File: config.mk
export PLATFORM = sky130hd
export DESIGN_NAME = block_xfer_seq_flat
export DESIGN_NICKNAME = d
export VERILOG_FILES = /design/src/rtl/block_xfer_seq_if.sv /design/src/rtl/block_xfer_seq.sv /design/src/flat_wrapper.sv
export SDC_FILE = /design/constraint.sdc
export NUM_CORES = 1
export LEC_CHECK = 0
export BUFFER_PORTS_ARGS = -buffer_cell sky130_fd_sc_hd__buf_2
export CAP_MARGIN = 10
export CORE_MARGIN = 5
export CORE_UTILIZATION = 46
export DETAILED_ROUTE_END_ITERATION = 8
export PLACE_DENSITY = 0.73
export SYNTH_ARGS = -nofsm -noshare
export SYNTH_HDL_FRONTEND = slang
export SYNTH_SLANG_ARGS = --single-unit
File: constraint.sdc
create_clock -name clk_i -period 5.1 [get_ports clk_i]
set_clock_uncertainty 0.1 [all_clocks]
set_input_delay 1.02 -clock clk_i [delete_from_list [all_inputs] [get_ports clk_i]]
set_output_delay 1.02 -clock clk_i [all_outputs]
set_load 0.01 [all_outputs]
File: src/rtl/block_xfer_seq_if.sv
// Handshake/bus bundle for the block transfer sequencer: control inputs,
// register-file ports and the memory request channel.
interface block_xfer_seq_if;
  logic        start_i;
  logic        load_i;
  logic        incr_i;
  logic [15:0] reg_list_i;
  logic [31:0] base_addr_i;
  logic [31:0] reg_rdata_i;
  logic        mem_ready_i;
  logic [31:0] mem_rdata_i;
  logic        busy_o;
  logic        done_o;
  logic [3:0]  reg_raddr_o;
  logic        reg_we_o;
  logic [3:0]  reg_waddr_o;
  logic [31:0] reg_wdata_o;
  logic        mem_req_o;
  logic        mem_we_o;
  logic [31:0] mem_addr_o;
  logic [31:0] mem_wdata_o;
  logic [31:0] wb_base_o;

  modport slave (
    input  start_i, load_i, incr_i, reg_list_i, base_addr_i,
           reg_rdata_i, mem_ready_i, mem_rdata_i,
    output busy_o, done_o, reg_raddr_o, reg_we_o, reg_waddr_o, reg_wdata_o,
           mem_req_o, mem_we_o, mem_addr_o, mem_wdata_o, wb_base_o
  );

  modport master (
    output start_i, load_i, incr_i, reg_list_i, base_addr_i,
           reg_rdata_i, mem_ready_i, mem_rdata_i,
    input  busy_o, done_o, reg_raddr_o, reg_we_o, reg_waddr_o, reg_wdata_o,
           mem_req_o, mem_we_o, mem_addr_o, mem_wdata_o, wb_base_o
  );
endinterface

File: src/rtl/block_xfer_seq.sv
// Block load/store-multiple sequencer: walks a 16-bit register list in
// ascending order, issuing one word transfer per set bit.
module block_xfer_seq (
  input  logic              clk_i,
  input  logic              rst_ni,
  block_xfer_seq_if.slave   bus
);

  typedef enum logic [1:0] {IDLE, XFER, DONE} state_e;

  state_e      state_q, state_d;
  logic [15:0] mask_q;
  logic        load_q;
  logic [31:0] addr_q;
  logic [31:0] wb_q;
  logic        ld_pend_q;
  logic [3:0]  ld_idx_q;
  logic [31:0] ld_data_q;

  logic [3:0]  cur_idx;
  logic [15:0] mask_next;
  logic [5:0]  list_cnt;
  logic [31:0] span;
  logic        xfer;
  logic        accept;
  logic        store;

  // Scan downward so the last hit is the lowest set bit.
  always_comb begin
    cur_idx = '0;
    for (int unsigned i = 16; i > 0; i--) begin
      if (mask_q[i-1]) cur_idx = 4'(i - 1);
    end
  end

  always_comb begin
    list_cnt = '0;
    for (int unsigned i = 0; i < 16; i++) begin
      list_cnt = list_cnt + 6'(bus.reg_list_i[i]);
    end
  end

  assign span      = {24'd0, list_cnt, 2'b00};
  assign mask_next = mask_q & (mask_q - 16'd1);
  assign xfer      = (state_q == XFER);
  assign accept    = xfer && bus.mem_ready_i;
  assign store     = xfer && !load_q;

  always_ff @(posedge clk_i or negedge rst_ni) begin
    if (!rst_ni) state_q <= IDLE;
    else         state_q <= state_d;
  end

  always_comb begin
    state_d = state_q;
    case (state_q)
      IDLE: if (bus.start_i) state_d = (bus.reg_list_i != '0) ? XFER : DONE;
      XFER: if (accept && (mask_next == '0)) state_d = DONE;
      DONE: state_d = IDLE;
      default: state_d = IDLE;
    endcase
  end

  // Decrement-before starts at the lowest address, so both modes then step upward.
  always_ff @(posedge clk_i or negedge rst_ni) begin
    if (!rst_ni) begin
      mask_q    <= '0;
      load_q    <= 1'b0;
      addr_q    <= '0;
      wb_q      <= '0;
      ld_pend_q <= 1'b0;
      ld_idx_q  <= '0;
      ld_data_q <= '0;
    end else begin
      ld_pend_q <= accept && load_q;
      if (state_q == IDLE && bus.start_i) begin
        mask_q <= bus.reg_list_i;
        load_q <= bus.load_i;
        addr_q <= bus.incr_i ? bus.base_addr_i : bus.base_addr_i - span;
        wb_q   <= bus.incr_i ? bus.base_addr_i + span : bus.base_addr_i - span;
      end else if (accept) begin
        mask_q <= mask_next;
        addr_q <= addr_q + 32'd4;
        if (load_q) begin
          ld_idx_q  <= cur_idx;
          ld_data_q <= bus.mem_rdata_i;
        end
      end
    end
  end

  assign bus.busy_o      = xfer;
  assign bus.done_o      = (state_q == DONE);
  assign bus.mem_req_o   = xfer;
  assign bus.mem_we_o    = store;
  assign bus.mem_addr_o  = xfer ? addr_q : '0;
  assign bus.reg_raddr_o = store ? cur_idx : '0;
  assign bus.mem_wdata_o = store ? bus.reg_rdata_i : '0;
  assign bus.reg_we_o    = ld_pend_q;
  assign bus.reg_waddr_o = ld_pend_q ? ld_idx_q : '0;
  assign bus.reg_wdata_o = ld_pend_q ? ld_data_q : '0;
  assign bus.wb_base_o   = (state_q == DONE) ? wb_q : '0;

endmodule
File: src/flat_wrapper.sv
// flat-port wrapper written by rule: the top's interface ports become plain ports
module block_xfer_seq_flat 
  (clk_i, rst_ni, bus_start_i, bus_load_i, bus_incr_i, bus_reg_list_i, bus_base_addr_i, bus_reg_rdata_i, bus_mem_ready_i, bus_mem_rdata_i, bus_busy_o, bus_done_o, bus_reg_raddr_o, bus_reg_we_o, bus_reg_waddr_o, bus_reg_wdata_o, bus_mem_req_o, bus_mem_we_o, bus_mem_addr_o, bus_mem_wdata_o, bus_wb_base_o);
  block_xfer_seq_if bus_i ();
  input  logic clk_i;
  input  logic rst_ni;
  input wire logic [$bits(bus_i.start_i)-1:0] bus_start_i;
  input wire logic [$bits(bus_i.load_i)-1:0] bus_load_i;
  input wire logic [$bits(bus_i.incr_i)-1:0] bus_incr_i;
  input wire logic [$bits(bus_i.reg_list_i)-1:0] bus_reg_list_i;
  input wire logic [$bits(bus_i.base_addr_i)-1:0] bus_base_addr_i;
  input wire logic [$bits(bus_i.reg_rdata_i)-1:0] bus_reg_rdata_i;
  input wire logic [$bits(bus_i.mem_ready_i)-1:0] bus_mem_ready_i;
  input wire logic [$bits(bus_i.mem_rdata_i)-1:0] bus_mem_rdata_i;
  output wire logic [$bits(bus_i.busy_o)-1:0] bus_busy_o;
  output wire logic [$bits(bus_i.done_o)-1:0] bus_done_o;
  output wire logic [$bits(bus_i.reg_raddr_o)-1:0] bus_reg_raddr_o;
  output wire logic [$bits(bus_i.reg_we_o)-1:0] bus_reg_we_o;
  output wire logic [$bits(bus_i.reg_waddr_o)-1:0] bus_reg_waddr_o;
  output wire logic [$bits(bus_i.reg_wdata_o)-1:0] bus_reg_wdata_o;
  output wire logic [$bits(bus_i.mem_req_o)-1:0] bus_mem_req_o;
  output wire logic [$bits(bus_i.mem_we_o)-1:0] bus_mem_we_o;
  output wire logic [$bits(bus_i.mem_addr_o)-1:0] bus_mem_addr_o;
  output wire logic [$bits(bus_i.mem_wdata_o)-1:0] bus_mem_wdata_o;
  output wire logic [$bits(bus_i.wb_base_o)-1:0] bus_wb_base_o;
  assign bus_i.start_i = bus_start_i;
  assign bus_i.load_i = bus_load_i;
  assign bus_i.incr_i = bus_incr_i;
  assign bus_i.reg_list_i = bus_reg_list_i;
  assign bus_i.base_addr_i = bus_base_addr_i;
  assign bus_i.reg_rdata_i = bus_reg_rdata_i;
  assign bus_i.mem_ready_i = bus_mem_ready_i;
  assign bus_i.mem_rdata_i = bus_mem_rdata_i;
  assign bus_busy_o = bus_i.busy_o;
  assign bus_done_o = bus_i.done_o;
  assign bus_reg_raddr_o = bus_i.reg_raddr_o;
  assign bus_reg_we_o = bus_i.reg_we_o;
  assign bus_reg_waddr_o = bus_i.reg_waddr_o;
  assign bus_reg_wdata_o = bus_i.reg_wdata_o;
  assign bus_mem_req_o = bus_i.mem_req_o;
  assign bus_mem_we_o = bus_i.mem_we_o;
  assign bus_mem_addr_o = bus_i.mem_addr_o;
  assign bus_mem_wdata_o = bus_i.mem_wdata_o;
  assign bus_wb_base_o = bus_i.wb_base_o;
  block_xfer_seq u_core (.clk_i(clk_i), .rst_ni(rst_ni), .bus(bus_i));
endmodule
==> summary.md, run 1 <==
| Metric | Value |
|---|---|
| Status | `finished, violations left` |
| Failing checks | `negative setup slack` |
| Peak VDD IR | `0.336 mV` |
| Final period util | `1.17` |
| Placed instance area | `a little over 0.01 mm^2` |
| CTS tree | `yes` |
| WP data required | `5300 ps` |
| Pre-CTS WS | `-1200 ps` |
| Vias per cell | `around 5.6` |
| Die area | `~0.021 mm^2` |
| Seq cells post-synth | `120` |
| Post-route cell area | `about 0.012 mm^2` |
| Pleak | `5.66 nW` |
| Final Hold Vio Count | `0` |
| DRT Wirelength | `approximately 30000 um` |
| Worst-path clk slew | `about 60 ps` |
| Initial core utilization | `0.465` |
| Worst EP arrival | `around 6000 ps` |
| CP Capture Type | `flop` |
| Post-synth top flop | `dfrtp_1` |
| Routed wire per std cell | `~20 um` |
| FF+latch area | `0.00300 mm^2` |
| Final RePlAce weighted congestion | `a little over 0.9` |
| Largest net degree at the start of global routing | `91` |
| Initial DRC count | `670` |
| Max-cap viol count | `0` |
| Sequential fraction of the synthesis area | `0.362` |
| Worst Path Class, Setup | `in2reg` |
| EDFF count, synth | `0` |
| Clock Latency Late Sink | `between 400 and 500 ps` |
| DP Cell Count | `between 1000 and 1500` |
| Slew Viols, Final | `0` |
| Unique masters post-synth | `65` |
| Fin nets | `1383` |
| Initial antenna violation count | `1` |
| Via count | `8233` |
| Synthesized cell area | `a little over 0.008 mm^2` |
| Layout cells sized above 1 | `0.427` |
| IO Count | `around 260` |
| Core area | `about 0.018 mm^2` |
| R2R depth | `7` |
| Worst-Margin Slew | `around 1000 ps` |
| Final Core Density | `0.662` |
| Hold Path Class | `reg2reg` |
| Total gr overflow | `0` |
| H-tree levels | `4` |
| Synth Warn # | `0` |
| Setup violations, final | `56` |
| Cts hold-fix bufs | `0` |
| Root Driver | `clkbuf_16` |
| DRC | `0` |
| Minimum clock period | `about 6000 ps` |
| RSZ-0062 raised after global routing | `true` |
| Pre-antenna DRT Iters | `5` |
| TritonCTS Buffers | `17` |
| Total track usage | `0.262` |
| Multi-input gate area | `0.00573 mm^2` |
| Async S/R FF share, synth | `1.00` |
| Die X | `approximately 140 um` |
| # rows | `just under 50` |
| Worst hold slack | `between 300 and 400 ps` |
| Vias in the first global route | `between 7000 and 8000` |
| Max Clk Rate | `roughly 170 MHz` |
| Synth Instances | `approximately 930` |
| Synth-to-layout area growth | `42.5%` |
| Worst Hold Depth | `2` |
| Max-slew headroom | `0.327` |
| TritonCTS Sinks | `between 100 and 150` |
| Type of origin of the critical path | `input pin` |
| Finished Layout Cells | `about 1500` |
| Fill count | `1387` |
| Mapped Nets | `~1100` |
| Fin worst setup slack | `-882 ps` |
| Final ANT Viol Nets | `0` |
| Avg Synthesized Cell Area | `approximately 8.9 um^2` |
| First-pass GRT wire length | `around 42000 um` |
| Port Buffer Count | `258` |
| DP HPWL | `~20000 um` |
| Longest Clk Path Bufs | `2` |
| Height of the chip | `around 140 um` |
| Peak fanout along the critical path | `4` |
| Pwr dens | `roughly 590 mW/mm^2` |
| R2R Setup Slk | `between 2000 and 2500 ps` |
[synth_stat cells (4+ instances only)]
master / instances / area, um^2
o21a_1: 5 / 37.5
nor2_1: 50 / 188
inv_1: 43 / 161
a21oi_1: 23 / 115
a211oi_1: 10 / 75.1
or3_1: 5 / 31.3
xor2_1: 37 / 324
o211ai_1: 4 / 30.0
a32oi_1: 5 / 43.8
nor4_1: 8 / 50.1
clkbuf_1: 40 / 150
nand2_1: 90 / 338
a221oi_1: 6 / 52.6
nand4_1: 17 / 106
buf_4: 6 / 45.0
or2_2: 4 / 25.0
and3_1: 14 / 87.6
a2111oi_0: 4 / 35.0
mux2_2: 34 / 383
dfrtp_1: 120 / 3000
nor3_1: 28 / 140
or4_1: 4 / 30.0
a31oi_1: 6 / 37.5
xnor2_1: 35 / 307
nand2b_1: 6 / 37.5
nor2b_1: 8 / 50.1
nand3_1: 19 / 95.1
ha_1: 19 / 238
o31ai_1: 4 / 30.0
buf_1: 7 / 26.3
fa_1: 12 / 240
o21ai_0: 60 / 300
mux2i_1: 12 / 120
and2_1: 135 / 845
a21o_1: 7 / 52.6
[final timing paths]
kind	start	endpoint
worst max-delay path	bus_reg_list_i[1]	u_core.wb_q[25]
worst min-delay path	u_core.wb_q[0]	u_core.wb_q[0]
worst max register to register	u_core.state_q[1]	u_core.addr_q[18]
worst min register to register	u_core.wb_q[0]	u_core.wb_q[0]
max in group asynchronous	rst_ni	u_core.ld_data_q[18]
min in group asynchronous	rst_ni	u_core.wb_q[19]
[per-layer routing]
layer | track usage | routed length [um] | vias up
li1 | - | - | 3805
met5 | 0 | 13 | -
met4 | 0.0933 | 925 | 2
met1 | 0.296 | 10400 | 3940
met2 | 0.484 | 15300 | 409
met3 | 0.0602 | 2550 | 77
[cell families after synthesis]
family          Yosys count  synth area share
flops                   120             0.362
buf+inv                 100            0.0509
simple gates            405             0.267
fa+ha+maj                33            0.0601
mux                      46            0.0607
compound gates          158             0.123
xor+xnor                 72            0.0761
[sequential cells by signal (all words and copies together) (netlist names)]
signal / cells
u_core.mask_q: 16
u_core.ld_idx_q: 4
u_core.bus.reg_we_o: 1
u_core.wb_q: 32
u_core.state_q: 2
u_core.load_q: 1
u_core.addr_q: 32
u_core.ld_data_q: 32
[report_power, final]
group / internal, mW / switching (mW)
clock: 0.654 / 0.540
combinational: 1.87 / 2.03
sequential: 1.41 / 0.414
[critical path, cell delays in order]
cell and delay [ps]:
buf_12 90, inv_12 30, ha_4 240, inv_2 30, fa_1 490, fa_2 450, fa_2 550, fa_1 430
fa_2 380, fa_2 580, inv_2 60, ha_4 270, a21o_1 130, nand4_1 220, a2111oi_4 550, buf_4 200
a32oi_2 100, xnor2_1 260, o21ai_1 100
[timing repair]
action                                  in CTS  in global routing
endpoints found under the setup margin      58                 58
pin swaps                                   50                 56
setup buffers                                6                 21
gates resized for setup                     89                 66
cloned                                       2                  0
[stage by stage]
stage                     power (mW)  setup TNS (ps)
after global placement          5.07          -56770
after detailed placement        5.16          -59940
after floorplan                 3.93          -31690
after global routing            7.38          -43200
final                           6.92          -33680
after CTS                       6.62          -30690
[layout make-up]
cell class                 instances  share of cell area
multi-input combinational        715               0.485
sequential                       120               0.254
timing repair buffer             337               0.173
clock buffer                      17              0.0360
tap                              229              0.0243
inverter                          43              0.0151
clock inverter                    15              0.0126
antenna                            1            0.000212
[cells in the final DEF (no fill, tap or decap), types with 6 or more instances in the layout]
master,Yosys,final
o21ai_0,60,36
fa_2,0,6
a21oi_1,23,15
mux2i_1,12,12
and2_1,135,134
xor2_2,0,6
inv_8,0,8
dfrtp_1,120,120
buf_2,1,255
ha_4,0,7
buf_4,6,52
mux2_2,34,33
nor2_1,50,40
nor2_2,0,6
buf_6,3,25
xnor2_2,0,12
ha_1,19,11
fa_1,12,6
nor3_4,1,9
xor2_1,37,31
o21ai_1,1,22
nand4_1,17,17
and3_1,14,14
a21o_1,7,7
inv_1,43,39
nor3_1,28,19
nand2_1,90,82
clkbuf_16,0,17
nand3_1,19,15
xnor2_1,35,22
inv_6,0,6
(Power assumes the default switching activity.)
==> run 2: changes to the inputs <==
CELL_PAD_IN_SITES_DETAIL_PLACEMENT = 1   (was unset)
CELL_PAD_IN_SITES_GLOBAL_PLACEMENT = 2   (was unset)
CORE_UTILIZATION = 33   (was 46)
PLACE_DENSITY = unset   (was 0.73)
PLACE_DENSITY_LB_ADDON = 0.1   (was unset)
==> run 2 against run 1 <==
  * The run still ends with negative setup slack left
  * Combinational power about the same
  * Routed wire length up 2.8%
  * First-iteration DRC count fell by 56%
  * Cell count grew 7.0%
  * Clock power rose by 8%
  * Via count fell by 3.5%
  * Total power is 1.2% higher
  * Maximum frequency is 2.7% higher
  * Global-route usage fell by 5.3 points
  * Sequential share of layout area is 0.11 points lower
  * Cell area is 0.42% higher
==> summary.md, run 2 (synthesis results as in run 1) <==
| Metric | Value |
|---|---|
| RSZ-0062 raised after global routing | `true` |
| Final Hold Vio Count | `0 (unchanged)` |
| IO Count | `259 (unchanged)` |
| Failing checks | `negative setup slack` |
| Root Driver | `clkbuf_16` |
| # rows | `58 (+18%)` |
| Max Clk Rate | `172 MHz (+2.7%)` |
| Worst Hold Endpoint | `u_core.addr_q[0]` |
| Setup crit start | `bus_reg_list_i[1]` |
| CP Capture Type | `flop` |
| Worst-Margin Slew | `944 ps (-56.9 ps)` |
| Via count | `7942 (-3.5%)` |
| Port Buffer Count | `258 (unchanged)` |
| Core area | `0.0250 mm^2 (+40%)` |
| Fin nets | `1389 (+0.43%)` |
| Total gr overflow | `0 (unchanged)` |
| Layout cells sized above 1 | `0.420 (-0.00776)` |
| Max-cap viol count | `0 (unchanged)` |
| Largest net degree at the start of global routing | `82 (-9.9%)` |
| R2R Setup Slk | `2460 ps (+270 ps)` |
| Longest Clk Path Bufs | `2 (unchanged)` |
| Diodes inserted | `0 (-1)` |
| Height of the chip | `169 um (+17%)` |
| Initial antenna violation count | `1 (unchanged)` |
| Hold_sp | `u_core.addr_q[0]` |
| First-pass GRT wire length | `47700 um (+13%)` |
| Peak fanout along the critical path | `5 (+1)` |
| Initial core utilization | `0.332 (-0.133)` |
| Final period util | `1.14 (-0.0314)` |
| Type of origin of the critical path | `input pin` |
| WP data required | `5290 ps (about the same)` |
| Regs by FF count | `u_core.addr_q x32, u_core.ld_data_q x32, u_core.wb_q x32` |
| Cts hold-fix bufs | `0 (unchanged)` |
| DP HPWL | `22400 um (+11%)` |
| DRC | `0 (unchanged)` |
| Slew Viols, Final | `0 (unchanged)` |
| Final RePlAce weighted congestion | `0.812 (-10%)` |
| Worst Hold Depth | `2 (unchanged)` |
| Final ANT Viol Nets | `0 (unchanged)` |
| Pleak | `5.60 nW (-1.1%)` |
| R2R depth | `7 (unchanged)` |
| Reg2Reg Launch Point | `u_core.state_q[0]` |
| H-tree levels | `4 (unchanged)` |
| Vias per cell | `5.02 (-9.9%)` |
| Hold Path Class | `reg2reg` |
| Worst Path Class, Setup | `in2reg` |
| Fin worst setup slack | `-722 ps (+160 ps)` |
| CTS tree | `yes` |
| DRT Wirelength | `30000 um (+2.8%)` |
| Clock Latency Late Sink | `420 ps (about the same)` |
| Synth-to-layout area growth | `43.1%` |
| Max-slew headroom | `0.366 (+0.0382)` |
| Post-route cell area | `0.0119 mm^2 (+0.42%)` |
| Pre-antenna DRT Iters | `4 (-1)` |
| Die X | `169 um (+17%)` |
| Setup violations, final | `56 (unchanged)` |
| TritonCTS Sinks | `120 (unchanged)` |
| Pwr dens | `590 mW/mm^2 (+0.77%)` |
| Initial DRC count | `295 (-56%)` |
| Most common cell after layout, fill and taps aside | `buf_2` |
| Die area | `0.0284 mm^2 (+36%)` |
| Status | `finished, violations left` |
| DP Cell Count | `1538 (+8.3%)` |
| Worst EP arrival | `6020 ps (-160 ps)` |
| Total track usage | `0.209 (-0.0535)` |
| Worst hold slack | `364 ps (-6.97 ps)` |
| Worst-path clk slew | `60 ps (about the same)` |
| Routed wire per std cell | `19.0 um (-4.0%)` |
| Minimum clock period | `5820 ps (-160 ps)` |
| Finished Layout Cells | `1581 (+7.0%)` |
| Placed instance area | `0.0105 mm^2 (+2.5%)` |
| Peak VDD IR | `0.322 mV (-4.2%)` |
| Vias in the first global route | `8480 (+6.5%)` |
| R2r endpoint | `u_core.addr_q[25]` |
| TritonCTS Buffers | `17 (unchanged)` |
| Most frequent cells in the layout | `255 x buf_2, 134 x and2_1, 120 x dfrtp_1, 85 x nand2_1, 66 x buf_4` |
[run 2: cell types whose count changed in the layout (fill, tap and decap cells not counted), moves of 4 or more]
cell,before,now
buf_6,25,19
clkbuf_8,0,5
inv_6,6,1
inv_8,8,0
xnor2_1,22,28
nand2_4,5,1
buf_4,52,66
xnor2_2,12,6
[run 2: layout make-up]
class	count	area, um^2
Sequential cell	120	3000
Fill cell	2981	13100
Tap cell	330	413
Clock inverter	7	116
Multi-Input combinational cell	714	5600
Inverter	43	179
Timing Repair Buffer	344	2060
Clock buffer	23	498
[run 2: worst max-delay path by stage]
| stage | end | cells after the start |
|---|---|---|
| finish | u_core.wb_q[8] | 19 |
| global route | u_core.addr_q[17] | 25 |
| CTS | u_core.wb_q[8] | 19 |
| detailed placement | u_core.wb_q[10] | 19 |
| global placement | u_core.wb_q[10] | 19 |
| floorplan | u_core.wb_q[26] | 19 |
[run 2: report_power, final]
group / internal [mW] / switching (mW) / leakage, nW
logic: 1.89 / 2.01 / 3.84
clock network: 0.828 / 0.449 / 0.301
registers: 1.41 / 0.411 / 1.46
total: 4.13 / 2.88 / 5.60
[run 2: per-layer routing]
metal	part of all wire	up-vias	wire [um]	track usage
met5	0	-	0	0
met4	0.018	0	529	0.0526
met3	0.050	37	1500	0.0360
met2	0.49	212	14700	0.357
met1	0.44	3879	13200	0.275
li1	-	3814	-	-
[run 2: repair_timing]
action	4_1_cts	5_1_grt
gates resized for setup	86	45
buffers inserted	9	5
cloned	1	0
pin swaps	38	31
endpoints found under the setup margin	58	58
[run 2: critical path, stage by stage]
cell	delay (ps)
buf_12	90
inv_12	30
ha_4	250
inv_2	30
fa_1	490
fa_1	450
fa_1	540
fa_1	430
fa_2	380
fa_2	560
inv_2	60
fa_2	370
a211oi_4	290
o21bai_2	120
buf_6	130
and2_4	180
a21o_1	170
xor2_1	150
mux2_4	260
[run 2: metrics by stage]
step / util / total power [mW] / setup WS, ps / TNS, ps
2_1_floorplan: - / 3.93 / -764 / -31690
3_3_place_gp: 0.422 / 5.23 / -1270 / -61110
3_5_place_dp: 0.422 / 5.31 / -1350 / -64380
4_1_cts: 0.464 / 6.90 / -734 / -28830
5_1_grt: 0.475 / 7.56 / -868 / -39240
6_report: 0.475 / 7.01 / -722 / -30550
==> run 3: changes to the inputs <==
CORE_UTILIZATION = 30   (was 33)
clock period = 5.95 ns   (was 5.1 ns; I/O delays follow)
==> run 3 against run 2 <==
  * Sequential share of layout area rose by 0.76 points
  * Sequential power is 14% lower
  * Hold slack better by 3.1 ps
  * Critical endpoint unchanged
  * Highest routed layer is now met5
  * The flow still finishes with violations (negative setup slack)
  * Clock-buffer cell count fell by 5
==> summary.md, run 3 (synthesis results as in run 1) <==
| Metric | Value |
|---|---|
| # rows | `60 (+3.4%)` |
| Worst EP arrival | `6230 ps (+210 ps)` |
| Final RePlAce weighted congestion | `0.820 (+1.0%)` |
| Fill count | `3204 (+7.5%)` |
| Most common cell after layout, fill and taps aside | `buf_2` |
| Fin worst setup slack | `-66.3 ps (+656 ps)` |
| Peak fanout along the critical path | `5 (unchanged)` |
| Die X | `176 um (+4.6%)` |
| Failing checks | `negative setup slack` |
| WP data required | `6160 ps (+870 ps)` |
| Worst Path Class, Setup | `in2reg` |
| Status | `finished, violations left` |
| Root Driver | `clkbuf_16` |
| Via count | `7809 (-1.7%)` |
| Flop pwr share | `0.280 (+0.020)` |
| M2 GR Usage | `0.335 (-0.0222)` |
| TNS Setup | `-179 ps (+30370 ps)` |
| Die area | `0.0311 mm^2 (+9.4%)` |
| Most used cell, CP | `fa_2` |
| Routed wire per std cell | `18.7 um (-1.3%)` |
| Type of origin of the critical path | `input pin` |
| Vias per cell | `4.82 (-4.0%)` |
| DRT Wirelength | `30300 um (+1.0%)` |
| Initial antenna violation count | `2 (+1)` |
| RSZ-0062 raised after global routing | `true` |
| Fin nets | `1382 (-0.50%)` |
| Longest Clk Path Bufs | `2 (unchanged)` |
| CP endpoint | `u_core.wb_q[8]` |
| Pre-CTS WS | `-726 ps (+625 ps)` |
| Layout cells sized above 1 | `0.391 (-0.0288)` |
| First-pass GRT wire length | `48000 um (+0.56%)` |
| Placed instance area | `0.0104 mm^2 (-1.4%)` |
| CP Capture Type | `flop` |
| Total gr overflow | `0 (unchanged)` |
| Regs by FF count | `u_core.addr_q x32, u_core.ld_data_q x32, u_core.wb_q x32` |
| Core area | `0.0271 mm^2 (+8.6%)` |
| DP HPWL | `22600 um (+0.86%)` |
| Cell internal pwr | `3.22 mW (-22%)` |
| Max incr delay on CP | `610 ps (+50 ps)` |
| Clk pwr share | `0.189 (+0.007)` |
| GR peak layer | `met2` |
| Peak VDD IR | `0.186 mV (-42%)` |
| Setup crit start | `bus_reg_list_i[1]` |
| Largest net degree at the start of global routing | `86 (+4.9%)` |
| Worst-path clk slew | `70 ps (about the same)` |
| Vias in the first global route | `8411 (-0.81%)` |
| Final ANT Viol Nets | `0 (unchanged)` |
| Most frequent cells in the layout | `255 x buf_2, 134 x and2_1, 120 x dfrtp_1, 86 x nand2_1, 69 x buf_4` |
| Grt met1 use | `0.254 (-0.0207)` |
| Total track usage | `0.194 (-0.0142)` |
| Multi-input gate area | `0.00533 mm^2 (-4.7%)` |
| Max-cap viol count | `0 (unchanged)` |
| Pre-antenna DRT Iters | `4 (unchanged)` |
| Max-slew headroom | `0.359 (-0.00673)` |
| DRC | `0 (unchanged)` |
| Slowest cell on crit path | `fa_2` |
| IO Count | `259 (unchanged)` |
| Comb pwr share | `0.531 (-0.027)` |
| R2R Setup Slk | `3360 ps (+900 ps)` |
| Worst-Margin Slew | `962 ps (+18.0 ps)` |
| R2R depth | `8 (+1)` |
| Initial DRC count | `278 (-5.8%)` |
| Synth-to-layout area growth | `39.0%` |
| Clock Latency Late Sink | `420 ps (about the same)` |
| Final Hold Vio Count | `0 (unchanged)` |
| Slew Viols, Final | `0 (unchanged)` |
| Initial core utilization | `0.306 (-0.0262)` |
| Setup violations, final | `9 (-84%)` |
| Final period util | `1.01` |
| TritonCTS Buffers | `17 (unchanged)` |
| Max Clk Rate | `166 MHz` |
| Port Buffer Count | `258 (unchanged)` |
| Post-route cell area | `0.0115 mm^2 (-2.9%)` |
| CTS tree | `yes` |
| H-tree levels | `4 (unchanged)` |
| Final Core Density | `0.425 (-0.0502)` |
| FF+latch area | `0.00300 mm^2 (unchanged)` |
| Sw Share | `0.422 (+0.0113)` |
| Cell Chain, Critical Path | `buf_12 -> inv_12 -> ha_4 -> inv_2 -> fa_1 -> fa_2 -> fa_1 -> fa_1 -> fa_2 -> fa_2 -> inv_2 -> fa_2 -> a211oi_2 -> o21bai_1 -> buf_4 -> and2_4 -> a21o_1 -> xor2_1 -> mux2_4` |
| Height of the chip | `176 um (+4.6%)` |
| Hold_sp | `u_core.addr_q[1]` |
| Met3 GRT Util | `0.0385 (+0.00258)` |
| TritonCTS Sinks | `120 (unchanged)` |
| Reg2Reg Launch Point | `u_core.state_q[1]` |
| Sw Pwr | `2.35 mW (-18%)` |
| Minimum clock period | `6020 ps` |
| Total chip power | `5.56 mW (-21%)` |
| Hold Path Class | `reg2reg` |
| Pwr dens | `483 mW/mm^2 (-18%)` |
| R2r endpoint | `u_core.addr_q[19]` |
| Pleak | `5.46 nW (-2.5%)` |
[run 3: cell count changes in the layout (fill, tap and decap cells not counted), moves of 4 or more]
cell	previous run	this run
nor2_1	39	43
a21oi_1	14	21
o21ai_1	24	9
o21ai_0	35	51
xnor2_2	6	2
clkinvlp_4	1	5
a211oi_1	5	9
a21oi_2	5	1
clkbuf_8	5	1
a31oi_1	2	6
buf_6	19	11
xnor2_1	28	33
[run 3: worst min-delay path by stage]
stage                                  end  cells past startpoint
after detailed placement  u_core.addr_q[1]                      2
after CTS                 u_core.addr_q[1]                      2
after global routing      u_core.addr_q[1]                      2
after global placement    u_core.addr_q[0]                      2
after floorplan           u_core.addr_q[0]                      2
final                     u_core.addr_q[1]                      2
[run 3: cell type report]
type / instances / area share
diodes: 1 / 0.000217
clock buffers: 18 / 0.0381
clock inverters: 14 / 0.0128
inverters: 43 / 0.0155
multi-input cells: 714 / 0.463
flip-flops and latches: 120 / 0.261
well taps: 372 / 0.0404
repair buffers: 337 / 0.170
[run 3: routing by layer]
layer | vias up | part of all wire
li1 | 3799 | -
met1 | 3766 | 0.44
met2 | 215 | 0.49
met3 | 27 | 0.052
met4 | 2 | 0.013
met5 | - | 0.00023
[run 3: what timing repair did]
item | CTS | global route
setup endpoints to repair | 49 | 50
hold buffers | 0 | 0
setup buffers | 10 | 11
gates resized for setup | 61 | 29
cloned | 1 | 0
hold endpoints to repair | 0 | 0
pin swaps | 34 | 30
[run 3: through the flow]
| step | std cells | hold slack, ps |
|---|---|---|
| 3_5_place_dp | 1567 | 362 |
| 3_3_place_gp | 1567 | 352 |
| 2_1_floorplan | 934 | 338 |
| 5_1_grt | 1619 | 395 |
| 4_1_cts | 1608 | 377 |
| 6_report | 1619 | 368 |
[run 3: power groups by stage]
stage	Clock, mW	Sequential [mW]	Combinational (mW)
finish	1.05	1.56	2.95
global route	1.12	1.62	3.29
CTS	1.08	1.56	2.92
detailed placement	0	1.57	2.80
global placement	0	1.56	2.76
floorplan	0	1.43	1.84
[run 3: critical path, delay by kind of cell]
family	cells	cell delay (ps)
adder cells (fa/ha/maj)	8	3520
AO/OA/AOI/OAI	3	540
buffers and inverters	5	380
multiplexers	1	250
AND/OR/NAND/NOR	1	180
XOR/XNOR	1	140
